===== config.mk =====
export PLATFORM = sky130hd
export DESIGN_NAME = softex_slot_cache
export DESIGN_NICKNAME = d
export VERILOG_FILES = /design/src/rtl/softex_slot_cache.sv
export SDC_FILE = /design/constraint.sdc
export NUM_CORES = 2
export LEC_CHECK = 0
export ABC_AREA = 1
export CAP_MARGIN = 20
export CORE_ASPECT_RATIO = 0.9
export CORE_MARGIN = 2
export CORE_UTILIZATION = 62
export DETAILED_ROUTE_END_ITERATION = 6
export GPL_TIMING_DRIVEN = 0
export PLACE_DENSITY = 0.81
export SLEW_MARGIN = 20
export SYNTH_ARGS = -nofsm -noshare
export SYNTH_HDL_FRONTEND = slang
export SYNTH_HIERARCHICAL = 1
export SYNTH_SLANG_ARGS = --single-unit

===== constraint.sdc =====
create_clock -name clk_i -period 3.9 [get_ports clk_i]
set_input_delay 0.39 -clock clk_i [delete_from_list [all_inputs] [get_ports clk_i]]
set_output_delay 0.39 -clock clk_i [all_outputs]
set_load 0.01 [all_outputs]

===== src/rtl/softex_slot_cache.sv =====
// softex_slot_cache: multi-lane slot store for softmax partial state
// (running max / denominator per lane). It allocates the lowest free slot
// first, tracks occupancy, and answers ALLOC/LOAD requests on a registered
// response channel with backpressure.

// Storage for one lane across all slots: init/write masks in, one-hot read out.
module softex_slot_lane #(
   parameter int unsigned          N_SLOTS   = 16,
   parameter int unsigned          WIDTH_MAX = 16,
   parameter int unsigned          WIDTH_DEN = 32,
   parameter logic [WIDTH_MAX-1:0] MAX_INIT  = 16'hFF80
) (
   input  logic                 clk_i,
   input  logic                 rst_ni,
   input  logic [N_SLOTS-1:0]   init_i,
   input  logic [N_SLOTS-1:0]   wr_i,
   input  logic [N_SLOTS-1:0]   rsel_i,
   input  logic [WIDTH_MAX-1:0] wmax_i,
   input  logic [WIDTH_DEN-1:0] wden_i,
   output logic [WIDTH_MAX-1:0] rmax_o,
   output logic [WIDTH_DEN-1:0] rden_o
);

   logic [N_SLOTS-1:0][WIDTH_MAX-1:0] max_q;
   logic [N_SLOTS-1:0][WIDTH_DEN-1:0] den_q;

   // Per-slot storage; init (alloc/free/clear) takes priority over an update.
   always_ff @(posedge clk_i or negedge rst_ni) begin
      if (!rst_ni) begin
         max_q <= {N_SLOTS{MAX_INIT}};
         den_q <= '0;
      end else begin
         for (int s = 0; s < N_SLOTS; s++) begin
            if (init_i[s]) begin
               max_q[s] <= MAX_INIT;
               den_q[s] <= '0;
            end else if (wr_i[s]) begin
               max_q[s] <= wmax_i;
               den_q[s] <= wden_i;
            end
         end
      end
   end

   // One-hot read mux; an all-zero select (out-of-range address) reads zero.
   always_comb begin
      rmax_o = '0;
      rden_o = '0;
      for (int s = 0; s < N_SLOTS; s++) begin
         if (rsel_i[s]) begin
            rmax_o = max_q[s];
            rden_o = den_q[s];
         end
      end
   end

endmodule

module softex_slot_cache #(
   parameter int unsigned          N_SLOTS   = 16,
   parameter int unsigned          NUM_LANES = 1,
   parameter int unsigned          WIDTH_MAX = 16,
   parameter int unsigned          WIDTH_DEN = 32,
   parameter int unsigned          ADDR_W    = 8,
   parameter logic [WIDTH_MAX-1:0] MAX_INIT  = 16'hFF80,
   parameter int unsigned          CNT_W     = $clog2(N_SLOTS + 1)
) (
   input  logic                           clk_i,
   input  logic                           rst_ni,
   input  logic                           clear_i,
   input  logic                           req_valid_i,
   output logic                           req_ready_o,
   input  logic                           req_op_i,
   input  logic [ADDR_W-1:0]              req_addr_i,
   output logic                           rsp_valid_o,
   input  logic                           rsp_ready_i,
   output logic                           rsp_hit_o,
   output logic [ADDR_W-1:0]              rsp_addr_o,
   output logic [NUM_LANES*WIDTH_MAX-1:0] rsp_max_o,
   output logic [NUM_LANES*WIDTH_DEN-1:0] rsp_den_o,
   input  logic                           upd_valid_i,
   input  logic                           upd_op_i,
   input  logic [ADDR_W-1:0]              upd_addr_i,
   input  logic [NUM_LANES*WIDTH_MAX-1:0] upd_max_i,
   input  logic [NUM_LANES*WIDTH_DEN-1:0] upd_den_i,
   output logic                           full_o,
   output logic [CNT_W-1:0]               n_used_o
);

   if (N_SLOTS < 2) begin : g_chk_slots
      $error("softex_slot_cache: N_SLOTS must be at least 2");
   end
   if ((2 ** ADDR_W) < N_SLOTS) begin : g_chk_addr
      $error("softex_slot_cache: ADDR_W too narrow for N_SLOTS");
   end

   localparam logic [NUM_LANES*WIDTH_MAX-1:0] INIT_MAX = {NUM_LANES{MAX_INIT}};

   typedef struct packed {
      logic                                 hit;
      logic [ADDR_W-1:0]                    addr;
      logic [NUM_LANES-1:0][WIDTH_MAX-1:0]  max_v;
      logic [NUM_LANES-1:0][WIDTH_DEN-1:0]  den_v;
   } rsp_t;

   rsp_t                                rsp_q, rsp_d;
   logic                                rsp_valid_q;
   logic [N_SLOTS-1:0]                  valid_q, valid_d;
   logic [N_SLOTS-1:0]                  alloc_oh, upd_oh, rd_oh;
   logic [N_SLOTS-1:0]                  upd_wr, upd_free, init_mask;
   logic                                req_acc, alloc_found, alloc_ok, free_ok;
   logic                                load_hit, load_byp;
   logic [ADDR_W-1:0]                   alloc_idx;
   logic [CNT_W-1:0]                    n_used_q, n_used_d;
   logic                                full_q;
   logic [NUM_LANES-1:0][WIDTH_MAX-1:0] rd_max;
   logic [NUM_LANES-1:0][WIDTH_DEN-1:0] rd_den;

   // A new request may enter only when the response register is free or draining.
   assign req_ready_o = ~clear_i & (~rsp_valid_q | rsp_ready_i);
   assign req_acc     = req_valid_i & req_ready_o;

   // Lowest-index slot that is invalid at the start of the cycle.
   always_comb begin
      alloc_found = 1'b0;
      alloc_idx   = '0;
      alloc_oh    = '0;
      for (int s = N_SLOTS - 1; s >= 0; s--) begin
         if (!valid_q[s]) begin
            alloc_found = 1'b1;
            alloc_idx   = ADDR_W'(s);
            alloc_oh    = '0;
            alloc_oh[s] = 1'b1;
         end
      end
   end

   // Address decode; addresses at or above N_SLOTS decode to no slot at all.
   always_comb begin
      upd_oh = '0;
      rd_oh  = '0;
      for (int s = 0; s < N_SLOTS; s++) begin
         upd_oh[s] = (upd_addr_i == ADDR_W'(s));
         rd_oh[s]  = (req_addr_i == ADDR_W'(s));
      end
   end

   // Update/free only act on slots valid before this cycle, so a slot being
   // allocated now cannot also be updated or freed.
   assign upd_wr    = {N_SLOTS{upd_valid_i & ~upd_op_i & ~clear_i}} & upd_oh & valid_q;
   assign upd_free  = {N_SLOTS{upd_valid_i &  upd_op_i & ~clear_i}} & upd_oh & valid_q;
   assign alloc_ok  = req_acc & ~req_op_i & alloc_found;
   assign free_ok   = |upd_free;
   assign init_mask = {N_SLOTS{clear_i}} | upd_free | (alloc_ok ? alloc_oh : '0);
   assign valid_d   = clear_i ? '0 : ((valid_q & ~upd_free) | (alloc_ok ? alloc_oh : '0));
   assign load_hit  = |(rd_oh & valid_q & ~upd_free);
   assign load_byp  = |(rd_oh & upd_wr);

   for (genvar l = 0; l < NUM_LANES; l++) begin : g_lane
      softex_slot_lane #(
         .N_SLOTS   (N_SLOTS),
         .WIDTH_MAX (WIDTH_MAX),
         .WIDTH_DEN (WIDTH_DEN),
         .MAX_INIT  (MAX_INIT)
      ) u_lane (
         .clk_i  (clk_i),
         .rst_ni (rst_ni),
         .init_i (init_mask),
         .wr_i   (upd_wr),
         .rsel_i (rd_oh),
         .wmax_i (upd_max_i[l*WIDTH_MAX +: WIDTH_MAX]),
         .wden_i (upd_den_i[l*WIDTH_DEN +: WIDTH_DEN]),
         .rmax_o (rd_max[l]),
         .rden_o (rd_den[l])
      );
   end

   // Response payload: a same-cycle update to the loaded slot is bypassed in.
   always_comb begin
      rsp_d.hit   = 1'b0;
      rsp_d.addr  = req_addr_i;
      rsp_d.max_v = INIT_MAX;
      rsp_d.den_v = '0;
      if (!req_op_i) begin
         rsp_d.hit  = alloc_found;
         rsp_d.addr = alloc_idx;
      end else if (load_byp) begin
         rsp_d.hit   = 1'b1;
         rsp_d.max_v = upd_max_i;
         rsp_d.den_v = upd_den_i;
      end else if (load_hit) begin
         rsp_d.hit   = 1'b1;
         rsp_d.max_v = rd_max;
         rsp_d.den_v = rd_den;
      end
   end

   // Response register: load on accept, otherwise hold until consumed.
   always_ff @(posedge clk_i or negedge rst_ni) begin
      if (!rst_ni) begin
         rsp_valid_q <= 1'b0;
         rsp_q.hit   <= 1'b0;
         rsp_q.addr  <= '0;
         rsp_q.max_v <= INIT_MAX;
         rsp_q.den_v <= '0;
      end else if (req_acc) begin
         rsp_valid_q <= 1'b1;
         rsp_q       <= rsp_d;
      end else if (rsp_ready_i) begin
         rsp_valid_q <= 1'b0;
      end
   end

   assign n_used_d = clear_i ? '0 : (n_used_q + CNT_W'(alloc_ok) - CNT_W'(free_ok));

   // Valid bits and occupancy; full is registered alongside the counter.
   always_ff @(posedge clk_i or negedge rst_ni) begin
      if (!rst_ni) begin
         valid_q  <= '0;
         n_used_q <= '0;
         full_q   <= 1'b0;
      end else begin
         valid_q  <= valid_d;
         n_used_q <= n_used_d;
         full_q   <= (n_used_d == CNT_W'(N_SLOTS));
      end
   end

   assign rsp_valid_o = rsp_valid_q;
   assign rsp_hit_o   = rsp_q.hit;
   assign rsp_addr_o  = rsp_q.addr;
   assign rsp_max_o   = rsp_q.max_v;
   assign rsp_den_o   = rsp_q.den_v;
   assign full_o      = full_q;
   assign n_used_o    = n_used_q;

endmodule


==> tab_implementation.tex <==
\begin{tabular}{lr}
\hline
Metric & Value \\
\hline
\multicolumn{2}{l}{\textbf{Synthesis}} \\
EDFF count, synth & 0 \\
Top cells by area, synth & sky130\_fd\_sc\_hd\_\_dfrtp\_1 43\%, sky130\_fd\_sc\_hd\_\_nand2\_1 13\%, sky130\_fd\_sc\_hd\_\_dfstp\_2 9.8\% \\
Dominant register cell in the synthesized netlist & sky130\_fd\_sc\_hd\_\_dfrtp\_1 \\
Top cell type's share of synthesized area & 42.6\% \\
Ys Warns & 6 \\
Library cell occupying the most area in the post-synthesis netlist & sky130\_fd\_sc\_hd\_\_dfrtp\_1 \\
Yosys reg bits & 848 \\
Register area share after synthesis & 52.4\% \\
Synth async-reset ratio & 100\% \\
Post-Synthesis Net Count & 5242 \\
Area of the mapped netlist & 0.0409 sq mm \\
Number of library cell types mapped by synthesis & 48 \\
Per-instance average area after synthesis & 7.91 sq um \\
Gate count after technology mapping & 5165 \\
\multicolumn{2}{l}{\textbf{Clock network}} \\
TritonCTS clock tree & yes \\
TritonCTS buffer count & 85 \\
Maximum clock insertion buffer count & 3 \\
Number of levels in the clock H-tree & 3 \\
Clock-pin slew on the worst setup and hold paths & 0.06 ns \\
Root buffer cell & sky130\_fd\_sc\_hd\_\_clkbuf\_16 \\
\# clock sinks & 848 \\
Clock Latency Late Sink & 0.66 ns \\
\multicolumn{2}{l}{\textbf{Timing}} \\
Number of max-slew violations in the final report & 0 \\
Hold WS & 0.246 ns \\
Final setup vio count & 0 \\
Share of the clock period used by the worst path after layout & 99.6\% \\
Final hold viol count & 0 \\
Fin worst setup slack & 0.0173 ns \\
Post-layout minimum cycle time & 3.88 ns \\
Worst Clk Skew & 0.0309 ns \\
Transition time at the pin with the least slew margin & 1.35 ns \\
Maximum clock frequency & 258 MHz \\
RSZ-0062 raised after global routing & true \\
Slew margin rel. & 9.99\% \\
Final total negative setup slack & 0 ns \\
\multicolumn{2}{l}{\textbf{Drt}} \\
Detail-routed via count per cell & 6.17 \\
Drt pass-1 iters & 6 \\
DRC marker count from the first detailed-route iteration & 5467 \\
WL final & 149000 um \\
Post-route ant nets & 0 \\
Overall via count from detail\_route & 39098 \\
Final routed DRC violation total & 0 \\
Routed WL per cell & 23.5 um \\
\multicolumn{2}{l}{\textbf{Critical path}} \\
Category of the critical setup timing path & in2reg \\
Setup crit end kind & flip-flop \\
Highest-delay cell along the critical path & sky130\_fd\_sc\_hd\_\_clkdlybuf4s50\_1 \\
Critical Path Most Common Cell & sky130\_fd\_sc\_hd\_\_nand3\_1 \\
Data arrival, critical path & 4.48 ns \\
CP peak stage delay & 0.52 ns \\
Critical Path RT & 4.49 ns \\
Worst setup SP type & input port \\
Maximum fanout along the worst path & 11 \\
\multicolumn{2}{l}{\textbf{Placed design}} \\
GPL Wtd Cong & 1.06 \\
Port Buffer Count & 136 \\
Placed wire-length estimate & 105000 um \\
Instance area at placement & 0.0435 sq mm \\
Post-placement worst setup slack & -1.32 ns \\
\multicolumn{2}{l}{\textbf{Global route}} \\
Number of antenna violations at the first check in global routing & 4 \\
Pin count of the biggest net entering global routing & 138 \\
Aggregate global routing overflow & 0 \\
Total track usage & 44.0\% \\
Wire length of the first global-routing pass & 223000 um \\
Via count of the first global-routing pass & 37224 \\
\multicolumn{2}{l}{\textbf{Run status}} \\
Status & completed \\
\multicolumn{2}{l}{\textbf{Floorplan}} \\
Die Y-Extent & 248 um \\
Die boundary width & 275 um \\
Die Outline Area & 0.0680 sq mm \\
Num rows & 89 \\
Area of the core region & 0.0654 sq mm \\
Effective utilization at floorplan & 62.5\% \\
Boundary pin count & 137 \\
\multicolumn{2}{l}{\textbf{Hold path}} \\
Class of the most critical hold timing path & in2async \\
\multicolumn{2}{l}{\textbf{Cells and area}} \\
Final nets & 5480 \\
Final Instance Area & 0.0469 sq mm \\
Share of post-route cells with drive strength above 1 & 9.58\% \\
Growth of design area from synthesis to finish & 14.8\% \\
\multicolumn{2}{l}{\textbf{Power}} \\
Worst supply voltage drop on vdd & 379 uV \\
Leakage power of the design & 21.9 nW \\
Sum of internal, switching and leakage power & 0.0187 W \\
Power per Cell Area & 400 mW/mm\^{}2 \\
\multicolumn{2}{l}{\textbf{Job}} \\
Number of max-capacitance violations reported & 0 \\
\hline
\end{tabular}
layout make-up:
type	count	area (sq um)
diodes	4	10.0
fillers	5193	18500
inverters	560	2110
multi-input cells	3384	15900
clock inverters	30	490
flip-flops and latches	848	21400
repair buffers	160	1700
well taps	864	1080
clock buffers	125	2500
plain buffers	364	1650
flip-flops by register name, indices dropped and copies added (netlist names):
name and cells:
g_lane.u_lane/den_q 512, n_used_o 5, rsp_addr_o 8, valid_q 16, full_o 1, rsp_hit_o 1
rsp_den_o 32, g_lane.u_lane/max_q 256, rsp_valid_o 1, rsp_max_o 16
cells in the final DEF (no fill, tap or decap), drive strengths merged, types with 4 or more instances in the layout:
master	n
a21oi	391
nand4	25
clkinvlp	4
buf	130
dfstp	153
o21ai	376
diode	4
ha	4
or2	9
nor3	16
inv	548
dfrtp	695
a22o	4
nor2	229
clkinv	26
nand3b	12
clkbuf	383
a22oi	67
nand3	539
nor4	6
o22ai	273
bufinv	12
nand2	1418
a21boi	7
clkdlybuf4s50	135
layer usage:
metal | wire length, um | global-route usage (%)
met1 | 54500 | 55.9
met2 | 64000 | 65.2
met3 | 20700 | 16.3
met4 | 9430 | 24.5
met5 | 190 | 1.71
worst max-delay path: cells and delay by family:
family                 cells  cell delay, ns
buffers and inverters      4            1.58
AO/OA/AOI/OAI              2            0.18
AND/OR/NAND/NOR           19            2.31
report_power, final:
part           internal (W)  total, W  switching (W)
combinational      0.000254   0.00107       0.000812
sequential          0.00883   0.00884      0.0000141
clock               0.00525   0.00884        0.00359
total                0.0143    0.0187        0.00442
final timing paths:
kind / start / cells past startpoint / end / slack (ns)
worst min-delay path: rst_ni / 2 / full_o / 0.25
worst max register to register: valid_q[15] / 13 / g_lane[0].u_lane/den_q[477] / 0.07
worst max-delay path: req_addr_i[2] / 25 / rsp_den_o[5] / 0.02
max in group asynchronous: rst_ni / 6 / g_lane[0].u_lane/den_q[254] / 1.16
worst min register to register: rsp_den_o[2] / 2 / rsp_den_o[2] / 0.48
min in group clk_i: rsp_ready_i / 4 / rsp_valid_o / 0.35
Yosys cell counts, types with 2 or more instances:
cell type	n
sky130_fd_sc_hd__a211oi_1	2
sky130_fd_sc_hd__a21boi_0	2
sky130_fd_sc_hd__a21boi_1	3
sky130_fd_sc_hd__a21boi_2	2
sky130_fd_sc_hd__a21oi_1	390
sky130_fd_sc_hd__a22o_1	4
sky130_fd_sc_hd__a22oi_1	67
sky130_fd_sc_hd__buf_1	13
sky130_fd_sc_hd__buf_2	66
sky130_fd_sc_hd__buf_4	15
sky130_fd_sc_hd__buf_6	12
sky130_fd_sc_hd__clkbuf_1	265
sky130_fd_sc_hd__clkinv_1	9
sky130_fd_sc_hd__dfrtp_1	695
sky130_fd_sc_hd__dfstp_2	153
sky130_fd_sc_hd__ha_1	4
sky130_fd_sc_hd__inv_1	542
sky130_fd_sc_hd__inv_2	9
sky130_fd_sc_hd__nand2_1	1413
sky130_fd_sc_hd__nand2_2	4
sky130_fd_sc_hd__nand3_1	535
sky130_fd_sc_hd__nand3_2	4
sky130_fd_sc_hd__nand3b_1	12
sky130_fd_sc_hd__nand4_1	24
sky130_fd_sc_hd__nor2_1	219
sky130_fd_sc_hd__nor2_2	3
sky130_fd_sc_hd__nor2_4	5
sky130_fd_sc_hd__nor2_8	2
sky130_fd_sc_hd__nor3_1	14
sky130_fd_sc_hd__nor4_1	6
sky130_fd_sc_hd__o21ai_0	348
sky130_fd_sc_hd__o21ai_1	27
sky130_fd_sc_hd__o22ai_1	273
sky130_fd_sc_hd__or2_2	9
through the flow:
| step | util [%] | instances |
|---|---|---|
| after CTS | 71.3 | 6322 |
| final | 71.8 | 6339 |
| after global placement | 66.3 | 6165 |
| after floorplan | - | 5165 |
| after detailed placement | 66.6 | 6172 |
| after global routing | 71.7 | 6335 |
cell families after synthesis:
group,Yosys count,synth area share (%)
compound gates,1123,15.1
simple gates,2254,23.1
flops,848,52.4
xor+xnor,2,0.0429
buf+inv,933,9.16
fa+ha+maj,5,0.171
timing repair:
action | 4_1_cts | 5_1_grt
pin swaps | 0 | 10
setup endpoints to repair | 274 | 307
gates resized for setup | 48 | 69
endpoints found under the hold margin | 79 | 0
buffers inserted | 0 | 15
hold buffers | 1 | 0
(Power assumes the default switching activity.)
